### src/rtl/dmem_arbiter_pkg.sv
// Shared core pipeline definitions for the data-memory arbiter:
// FSM state encoding, default MMU timeout and the latched request bundle.
package dmem_arbiter_pkg;

  typedef enum logic [1:0] {
    ST_IDLE = 2'd0,
    ST_RD   = 2'd1,
    ST_WR   = 2'd2,
    ST_RESP = 2'd3
  } dmem_state_e;

  localparam int DMEM_TIMEOUT = 255;

  typedef struct packed {
    logic        owner;
    logic [31:0] addr;
    logic [3:0]  strb;
    logic [31:0] wdata;
  } dmem_txn_t;

endpackage

### src/rtl/dmem_arbiter_if.sv
// Data-side MMU bus: split read request/response and write request/ack.
// master = arbiter side, slave = MMU side.
interface dmem_arbiter_if;

  logic        DATA_RDEN;
  logic [31:0] DATA_RIADDR;
  logic [31:0] DATA_ROADDR;
  logic        DATA_RVALID;
  logic [31:0] DATA_RDATA;
  logic        DATA_WREN;
  logic [31:0] DATA_WADDR;
  logic [3:0]  DATA_WSTRB;
  logic [31:0] DATA_WDATA;
  logic        DATA_WDONE;

  modport master (
    output DATA_RDEN, DATA_RIADDR,
    output DATA_WREN, DATA_WADDR,
    output DATA_WSTRB, DATA_WDATA,
    input  DATA_ROADDR, DATA_RVALID,
    input  DATA_RDATA, DATA_WDONE
  );

  modport slave (
    input  DATA_RDEN, DATA_RIADDR,
    input  DATA_WREN, DATA_WADDR,
    input  DATA_WSTRB, DATA_WDATA,
    output DATA_ROADDR, DATA_RVALID,
    output DATA_RDATA, DATA_WDONE
  );

endinterface

### src/rtl/dmem_arbiter.sv
// Two-requester data-memory arbiter: one MMU transaction at a time,
// round-robin grant, timeout abort and flush-drop for requester 0.
// Ports: CLK/RST, FLUSH, REQ0_*/REQ1_* requester side, mmu bus master.
module dmem_arbiter
  import dmem_arbiter_pkg::*;
#(
  parameter int TIMEOUT = DMEM_TIMEOUT
) (
  input  logic        CLK,
  input  logic        RST,
  input  logic        FLUSH,
  input  logic        REQ0_VALID,
  input  logic        REQ0_WE,
  input  logic [31:0] REQ0_ADDR,
  input  logic [3:0]  REQ0_STRB,
  input  logic [31:0] REQ0_WDATA,
  output logic        REQ0_WAIT,
  output logic        REQ0_DONE,
  output logic [31:0] REQ0_RDATA,
  output logic        REQ0_ERR,
  input  logic        REQ1_VALID,
  input  logic        REQ1_WE,
  input  logic [31:0] REQ1_ADDR,
  input  logic [3:0]  REQ1_STRB,
  input  logic [31:0] REQ1_WDATA,
  output logic        REQ1_WAIT,
  output logic        REQ1_DONE,
  output logic [31:0] REQ1_RDATA,
  output logic        REQ1_ERR,
  dmem_arbiter_if.master mmu
);

  localparam logic [7:0] CNT_LAST = 8'(TIMEOUT - 1);

  dmem_state_e state_q, state_d;
  dmem_txn_t   txn_q, txn_d;
  logic        last_q, last_d;
  logic        drop_q, drop_d;
  logic        err_q, err_d;
  logic [31:0] rdata_q, rdata_d;
  logic [7:0]  cnt_q, cnt_d;

  logic req0_ok;
  logic pick1;
  logic rd_hit;
  logic expired;
  logic in_rd;
  logic in_wr;
  logic resp_ok;

  always_comb begin
    state_d = state_q;
    txn_d   = txn_q;
    last_d  = last_q;
    drop_d  = drop_q;
    err_d   = err_q;
    rdata_d = rdata_q;
    cnt_d   = cnt_q;

    // flush masks requester 0 at the grant point only
    req0_ok = REQ0_VALID & ~FLUSH;
    // last_q holds the previous owner; the other one wins a tie
    pick1   = REQ1_VALID & (~req0_ok | ~last_q);
    rd_hit  = mmu.DATA_RVALID
            & (mmu.DATA_ROADDR == txn_q.addr);
    expired = (cnt_q == CNT_LAST);

    unique case (state_q)
      ST_IDLE: begin
        if (req0_ok | REQ1_VALID) begin
          txn_d.owner = pick1;
          txn_d.addr  = pick1 ? REQ1_ADDR : REQ0_ADDR;
          txn_d.strb  = pick1 ? REQ1_STRB : REQ0_STRB;
          txn_d.wdata = pick1 ? REQ1_WDATA : REQ0_WDATA;
          last_d  = pick1;
          drop_d  = 1'b0;
          err_d   = 1'b0;
          rdata_d = '0;
          cnt_d   = '0;
          if (pick1 ? REQ1_WE : REQ0_WE) begin
            state_d = ST_WR;
          end else begin
            state_d = ST_RD;
          end
        end
      end
      ST_RD: begin
        cnt_d = cnt_q + 8'd1;
        if (FLUSH & ~txn_q.owner) begin
          drop_d = 1'b1;
        end
        if (rd_hit) begin
          rdata_d = mmu.DATA_RDATA;
          state_d = ST_RESP;
        end else if (expired) begin
          err_d   = 1'b1;
          state_d = ST_RESP;
        end
      end
      ST_WR: begin
        cnt_d = cnt_q + 8'd1;
        if (FLUSH & ~txn_q.owner) begin
          drop_d = 1'b1;
        end
        if (mmu.DATA_WDONE) begin
          state_d = ST_RESP;
        end else if (expired) begin
          err_d   = 1'b1;
          state_d = ST_RESP;
        end
      end
      ST_RESP: begin
        state_d = ST_IDLE;
      end
      default: begin
        state_d = ST_IDLE;
      end
    endcase
  end

  always_ff @(posedge CLK) begin
    if (RST) begin
      state_q <= ST_IDLE;
      txn_q   <= '0;
      last_q  <= 1'b1;
      drop_q  <= 1'b0;
      err_q   <= 1'b0;
      rdata_q <= '0;
      cnt_q   <= '0;
    end else begin
      state_q <= state_d;
      txn_q   <= txn_d;
      last_q  <= last_d;
      drop_q  <= drop_d;
      err_q   <= err_d;
      rdata_q <= rdata_d;
      cnt_q   <= cnt_d;
    end
  end

  // RST gates every output so the block is quiet from the
  // first reset cycle, before the state register settles
  assign in_rd   = ~RST & (state_q == ST_RD);
  assign in_wr   = ~RST & (state_q == ST_WR);
  assign resp_ok = ~RST & (state_q == ST_RESP) & ~drop_q;

  assign REQ0_DONE  = resp_ok & ~txn_q.owner;
  assign REQ1_DONE  = resp_ok & txn_q.owner;
  assign REQ0_WAIT  = ~RST & REQ0_VALID & ~REQ0_DONE;
  assign REQ1_WAIT  = ~RST & REQ1_VALID & ~REQ1_DONE;
  assign REQ0_RDATA = REQ0_DONE ? rdata_q : '0;
  assign REQ1_RDATA = REQ1_DONE ? rdata_q : '0;
  assign REQ0_ERR   = REQ0_DONE & err_q;
  assign REQ1_ERR   = REQ1_DONE & err_q;

  assign mmu.DATA_RDEN   = in_rd;
  assign mmu.DATA_RIADDR = in_rd ? txn_q.addr : '0;
  assign mmu.DATA_WREN   = in_wr;
  assign mmu.DATA_WADDR  = in_wr ? txn_q.addr : '0;
  assign mmu.DATA_WSTRB  = in_wr ? txn_q.strb : '0;
  assign mmu.DATA_WDATA  = in_wr ? txn_q.wdata : '0;

endmodule
### src/flat_wrapper.sv
// flat-port wrapper written by rule: the top's interface ports become plain ports
module dmem_arbiter_flat import dmem_arbiter_pkg::*;
#(
  parameter int TIMEOUT = DMEM_TIMEOUT
)
  (CLK, RST, FLUSH, REQ0_VALID, REQ0_WE, REQ0_ADDR, REQ0_STRB, REQ0_WDATA, REQ0_WAIT, REQ0_DONE, REQ0_RDATA, REQ0_ERR, REQ1_VALID, REQ1_WE, REQ1_ADDR, REQ1_STRB, REQ1_WDATA, REQ1_WAIT, REQ1_DONE, REQ1_RDATA, REQ1_ERR, mmu_DATA_RDEN, mmu_DATA_RIADDR, mmu_DATA_WREN, mmu_DATA_WADDR, mmu_DATA_WSTRB, mmu_DATA_WDATA, mmu_DATA_ROADDR, mmu_DATA_RVALID, mmu_DATA_RDATA, mmu_DATA_WDONE);
  dmem_arbiter_if mmu_i ();
  input  logic CLK;
  input  logic RST;
  input  logic FLUSH;
  input  logic REQ0_VALID;
  input  logic REQ0_WE;
  input  logic [31:0] REQ0_ADDR;
  input  logic [3:0] REQ0_STRB;
  input  logic [31:0] REQ0_WDATA;
  output logic REQ0_WAIT;
  output logic REQ0_DONE;
  output logic [31:0] REQ0_RDATA;
  output logic REQ0_ERR;
  input  logic REQ1_VALID;
  input  logic REQ1_WE;
  input  logic [31:0] REQ1_ADDR;
  input  logic [3:0] REQ1_STRB;
  input  logic [31:0] REQ1_WDATA;
  output logic REQ1_WAIT;
  output logic REQ1_DONE;
  output logic [31:0] REQ1_RDATA;
  output logic REQ1_ERR;
  output wire logic [$bits(mmu_i.DATA_RDEN)-1:0] mmu_DATA_RDEN;
  output wire logic [$bits(mmu_i.DATA_RIADDR)-1:0] mmu_DATA_RIADDR;
  output wire logic [$bits(mmu_i.DATA_WREN)-1:0] mmu_DATA_WREN;
  output wire logic [$bits(mmu_i.DATA_WADDR)-1:0] mmu_DATA_WADDR;
  output wire logic [$bits(mmu_i.DATA_WSTRB)-1:0] mmu_DATA_WSTRB;
  output wire logic [$bits(mmu_i.DATA_WDATA)-1:0] mmu_DATA_WDATA;
  input wire logic [$bits(mmu_i.DATA_ROADDR)-1:0] mmu_DATA_ROADDR;
  input wire logic [$bits(mmu_i.DATA_RVALID)-1:0] mmu_DATA_RVALID;
  input wire logic [$bits(mmu_i.DATA_RDATA)-1:0] mmu_DATA_RDATA;
  input wire logic [$bits(mmu_i.DATA_WDONE)-1:0] mmu_DATA_WDONE;
  assign mmu_DATA_RDEN = mmu_i.DATA_RDEN;
  assign mmu_DATA_RIADDR = mmu_i.DATA_RIADDR;
  assign mmu_DATA_WREN = mmu_i.DATA_WREN;
  assign mmu_DATA_WADDR = mmu_i.DATA_WADDR;
  assign mmu_DATA_WSTRB = mmu_i.DATA_WSTRB;
  assign mmu_DATA_WDATA = mmu_i.DATA_WDATA;
  assign mmu_i.DATA_ROADDR = mmu_DATA_ROADDR;
  assign mmu_i.DATA_RVALID = mmu_DATA_RVALID;
  assign mmu_i.DATA_RDATA = mmu_DATA_RDATA;
  assign mmu_i.DATA_WDONE = mmu_DATA_WDONE;
  dmem_arbiter #(.TIMEOUT(TIMEOUT)) u_core (.CLK(CLK), .RST(RST), .FLUSH(FLUSH), .REQ0_VALID(REQ0_VALID), .REQ0_WE(REQ0_WE), .REQ0_ADDR(REQ0_ADDR), .REQ0_STRB(REQ0_STRB), .REQ0_WDATA(REQ0_WDATA), .REQ0_WAIT(REQ0_WAIT), .REQ0_DONE(REQ0_DONE), .REQ0_RDATA(REQ0_RDATA), .REQ0_ERR(REQ0_ERR), .REQ1_VALID(REQ1_VALID), .REQ1_WE(REQ1_WE), .REQ1_ADDR(REQ1_ADDR), .REQ1_STRB(REQ1_STRB), .REQ1_WDATA(REQ1_WDATA), .REQ1_WAIT(REQ1_WAIT), .REQ1_DONE(REQ1_DONE), .REQ1_RDATA(REQ1_RDATA), .REQ1_ERR(REQ1_ERR), .mmu(mmu_i));
endmodule
### config.mk
export PLATFORM = sky130hd
export DESIGN_NAME = dmem_arbiter_flat
export DESIGN_NICKNAME = d
export VERILOG_FILES = /design/src/rtl/dmem_arbiter_pkg.sv /design/src/rtl/dmem_arbiter_if.sv /design/src/rtl/dmem_arbiter.sv /design/src/flat_wrapper.sv
export SDC_FILE = /design/constraint.sdc
export NUM_CORES = 1
export LEC_CHECK = 0
export BUFFER_PORTS_ARGS = -buffer_cell sky130_fd_sc_hd__buf_2
export CORE_AREA = 5 5 146 148
export CTS_BUF_LIST = sky130_fd_sc_hd__clkbuf_8 sky130_fd_sc_hd__clkbuf_16
export DETAILED_ROUTE_END_ITERATION = 10
export DIE_AREA = 0 0 151 153
export PLACE_DENSITY = 0.68
export SYNTH_ARGS = -nofsm -noshare
export SYNTH_HDL_FRONTEND = slang
export SYNTH_SLANG_ARGS = --single-unit
### constraint.sdc
create_clock -name CLK -period 3.6 [get_ports CLK]
set_input_delay 0.72 -clock CLK [delete_from_list [all_inputs] [get_ports CLK]]
set_output_delay 0.72 -clock CLK [all_outputs]
set_load 0.02 [all_outputs]
==> metrics.log <==
INFO  metric ys_seq_area_share = 35.5%
INFO  metric layoutNonFillerInstCount = 1474
INFO  metric dr_total_vias = 6923
INFO  metric grt_setup_unrepaired = no
INFO  metric fp.dieW = roughly 150 microns
INFO  metric hold-path-cell-count = 2
INFO  metric tritoncts_buffer_count = 17
INFO  metric via_count_normalized_by_instance_count = between 4 and 5
INFO  metric clock_sinks = 114
INFO  metric total_nets_after_synthesis = about 1100
INFO  metric critPathCaptureType = output port
INFO  metric ys_seq_elements = ~110
INFO  metric vdd_ir_drop_max = 0.306 mV
INFO  metric power.leakage = around 4.8 nW
INFO  metric report.final.setup_viol = 0
INFO  metric run_status = completed
INFO  metric routabilityCongestion = slightly above 0.9
INFO  metric synthToLayoutAreaGrowth = 42.5%
INFO  metric most-common-layout-cells = sky130_fd_sc_hd__buf_2, sky130_fd_sc_hd__nand2_1, sky130_fd_sc_hd__and2_1
INFO  metric report.power.total = about 4.7 mW
INFO  metric yosys-top-cells-area = sky130_fd_sc_hd__dfxtp_1, sky130_fd_sc_hd__and2_1, sky130_fd_sc_hd__nand2_1
INFO  metric postLayoutCoreUtil = between 40% and 50%
INFO  metric numPlacedInstances = about 1400
INFO  metric detail_route.iter0.violations = between 300 and 400
INFO  metric clock_tree.buffer_depth = 2
INFO  metric required = 2.88 ns
INFO  metric hold_path_class = reg -> reg
INFO  metric drt_wl_total = approximately 23000 microns
INFO  metric synthArstFlopShare = 0%
INFO  metric n_antenna_cell = 0
INFO  metric type_of_element_launching_the_critical_path = register
INFO  metric place_hpwl = between 15000 and 20000 microns
INFO  metric timing.reg2reg.setup_slack = approximately 1.1 ns
INFO  metric drive_gt1_share = between 30% and 40%
INFO  metric first_global_vias = about 6700
INFO  metric timing_hold_violations_final = 0
INFO  metric grt_first_pass_wirelength = between 30000 and 40000 microns
INFO  metric rows = 52
INFO  metric dominantRegCellSynth = sky130_fd_sc_hd__dfxtp_1
INFO  metric floorplan.io_pins = ~380
INFO  metric cts_max_level = 4
INFO  metric port_buffers = 380
INFO  metric mostFrequentLayoutCell = sky130_fd_sc_hd__buf_2
INFO  metric initial_utilization = between 30% and 40%
INFO  metric clock-skew-final = between 0.008 and 0.009 ns
INFO  metric clock_insertion_delay_worst_skew = 0.40 ns
INFO  metric cap_violations = 0
INFO  metric slew_violations = 0
INFO  metric synth.lib_cells_used.distinct = 44
INFO  metric tightest_slew = 0.793 ns
INFO  metric critical_path_peak_fanout = 36
INFO  metric die-area = 0.0231 sq mm
INFO  metric top_cell_type_s_share_of_synthesized_area = between 30% and 40%
INFO  metric netlist_area = 0.00644 sq mm
INFO  metric slew-limit-headroom = 47.0%
INFO  metric postCtsHoldBufs = 0
INFO  metric cts_tree = built
INFO  metric clkSlewWorstSetupHoldPaths = roughly 0.050 ns
INFO  metric ctsRootBufferMaster = sky130_fd_sc_hd__clkbuf_16
INFO  metric fin_crit_sh = approximately 83%
INFO  metric fin_crit = ~3.0 ns
INFO  metric track_usage = around 19%
INFO  metric worstPathArrival = approximately 2.3 ns
INFO  metric fin_tns_setup = 0 ns
INFO  metric grt_overflow_total = 0
INFO  metric timing.reg2reg.worst_path_depth = 6
INFO  metric net_count_final = between 1000 and 1500
INFO  metric grt_start_max_net_pins = slightly below 90
INFO  metric wire_per_inst = between 15 and 20 microns
INFO  metric post_cts_resize_count = 0
INFO  metric synth_edf_count = 0
INFO  metric holdWs = between 0.4 and 0.5 ns
INFO  metric path_class = reg -> out
INFO  metric yosys.area.top_type = sky130_fd_sc_hd__dfxtp_1
INFO  metric fmaxAchievable = between 300 and 400 MHz
INFO  metric synth.yosys.warnings = 0
INFO  metric grt_antenna_before_repair = 0
INFO  metric chipHeight = around 150 microns
INFO  metric drtPass1Iterations = 4
INFO  metric cts.repair_timing.setup_buffer_count = 0
INFO  metric synthCells = ~840
INFO  metric power_per_cell_area = around 500 mW/mm^2
INFO  metric drtAntennaViolNets = 0
INFO  metric drc_errors = 0
INFO  metric core = between 0.015 and 0.02 sq mm
INFO  metric synth.avg_cell_area = 7.63 sq um
==> routing by layer <==
metal	up-vias	global-route usage [%]	part of all wire, %
met3	30	5.24	8.1
met5	-	0	0
met2	292	31.1	46
met4	0	5.35	1.8
met1	3101	25.4	44
li1	3500	-	-
==> state kept, by name, indices dropped and copies added (netlist names) <==
| register | flops |
|---|---|
| u_core.txn_q | 69 |
| u_core.rdata_q | 32 |
| u_core.cnt_q | 8 |
| u_core.state_q | 2 |
| u_core.drop_q | 1 |
| u_core.err_q | 1 |
| u_core.last_q | 1 |
==> layout make-up <==
| class | count | area (sq um) |
|---|---|---|
| multi-input cells | 656 | 3900 |
| clock inverters | 14 | 140 |
| repair buffers | 393 | 2040 |
| clock buffers | 18 | 439 |
| inverters | 9 | 33.8 |
| flip-flops and latches | 114 | 2280 |
| well taps | 270 | 338 |
| fillers | 2007 | 10700 |
==> cells in the mapped netlist (2+ instances only) <==
master and count:
sky130_fd_sc_hd__nor4_1 7, sky130_fd_sc_hd__and3_1 3, sky130_fd_sc_hd__nand3_1 2, sky130_fd_sc_hd__xor2_1 30, sky130_fd_sc_hd__nand2_1 207, sky130_fd_sc_hd__nor3_1 2
sky130_fd_sc_hd__inv_1 9, sky130_fd_sc_hd__nand4_1 6, sky130_fd_sc_hd__and2_1 167, sky130_fd_sc_hd__a311oi_1 68, sky130_fd_sc_hd__buf_6 3, sky130_fd_sc_hd__xnor2_1 6
sky130_fd_sc_hd__ha_1 7, sky130_fd_sc_hd__a21oi_1 7, sky130_fd_sc_hd__dfxtp_1 114, sky130_fd_sc_hd__nor3b_1 3, sky130_fd_sc_hd__mux2i_1 33, sky130_fd_sc_hd__a211oi_1 2
sky130_fd_sc_hd__nor2b_1 3, sky130_fd_sc_hd__o21ai_0 4, sky130_fd_sc_hd__nor2_1 79, sky130_fd_sc_hd__buf_2 2, sky130_fd_sc_hd__buf_1 6, sky130_fd_sc_hd__clkbuf_1 54
==> cell families after synthesis <==
family / synth area share (%)
AO/OA/AOI/OAI: 11.7
XOR/XNOR: 4.90
adder cells (fa/ha/maj): 1.36
buffers and inverters: 4.70
flip-flops: 35.5
multiplexers: 5.13
AND/OR/NAND/NOR: 36.7
==> report_power, final <==
group | internal (mW) | switching, mW | leakage, nW
Combinational | 0.523 | 0.835 | 3.57
Sequential | 1.49 | 0.211 | 0.936
Clock | 1.03 | 0.621 | 0.279
Total | 3.04 | 1.67 | 4.79
==> stage by stage <==
stage               setup slack [ns]  area, sq um
global placement               0.688         8590
global route                   0.380         9170
detailed placement             0.607         8590
floorplan                      0.852         6440
CTS                            0.541         9170
finish                         0.618         9170
==> final timing paths <==
check,startpoint,endpoint
min reg2reg,u_core.rdata_q[23]$_SDFFE_PP0P_,u_core.rdata_q[23]$_SDFFE_PP0P_
min,u_core.rdata_q[23]$_SDFFE_PP0P_,u_core.rdata_q[23]$_SDFFE_PP0P_
max reg2reg,u_core.txn_q[41]$_SDFFE_PP0P_,u_core.rdata_q[7]$_SDFFE_PP0P_
max,u_core.state_q[1]$_SDFFE_PP0N_,mmu_DATA_RIADDR[2]
==> worst max-delay path, cell delays in order, from the launching register on <==
cell and delay (ns):
sky130_fd_sc_hd__dfxtp_1 0.36, sky130_fd_sc_hd__inv_1 0.12, sky130_fd_sc_hd__ha_1 0.29, sky130_fd_sc_hd__inv_1 0.14, sky130_fd_sc_hd__nor2_4 0.55, sky130_fd_sc_hd__and2_1 0.22
sky130_fd_sc_hd__buf_2 0.17
Note: power is estimated with default switching activity, not from simulation.
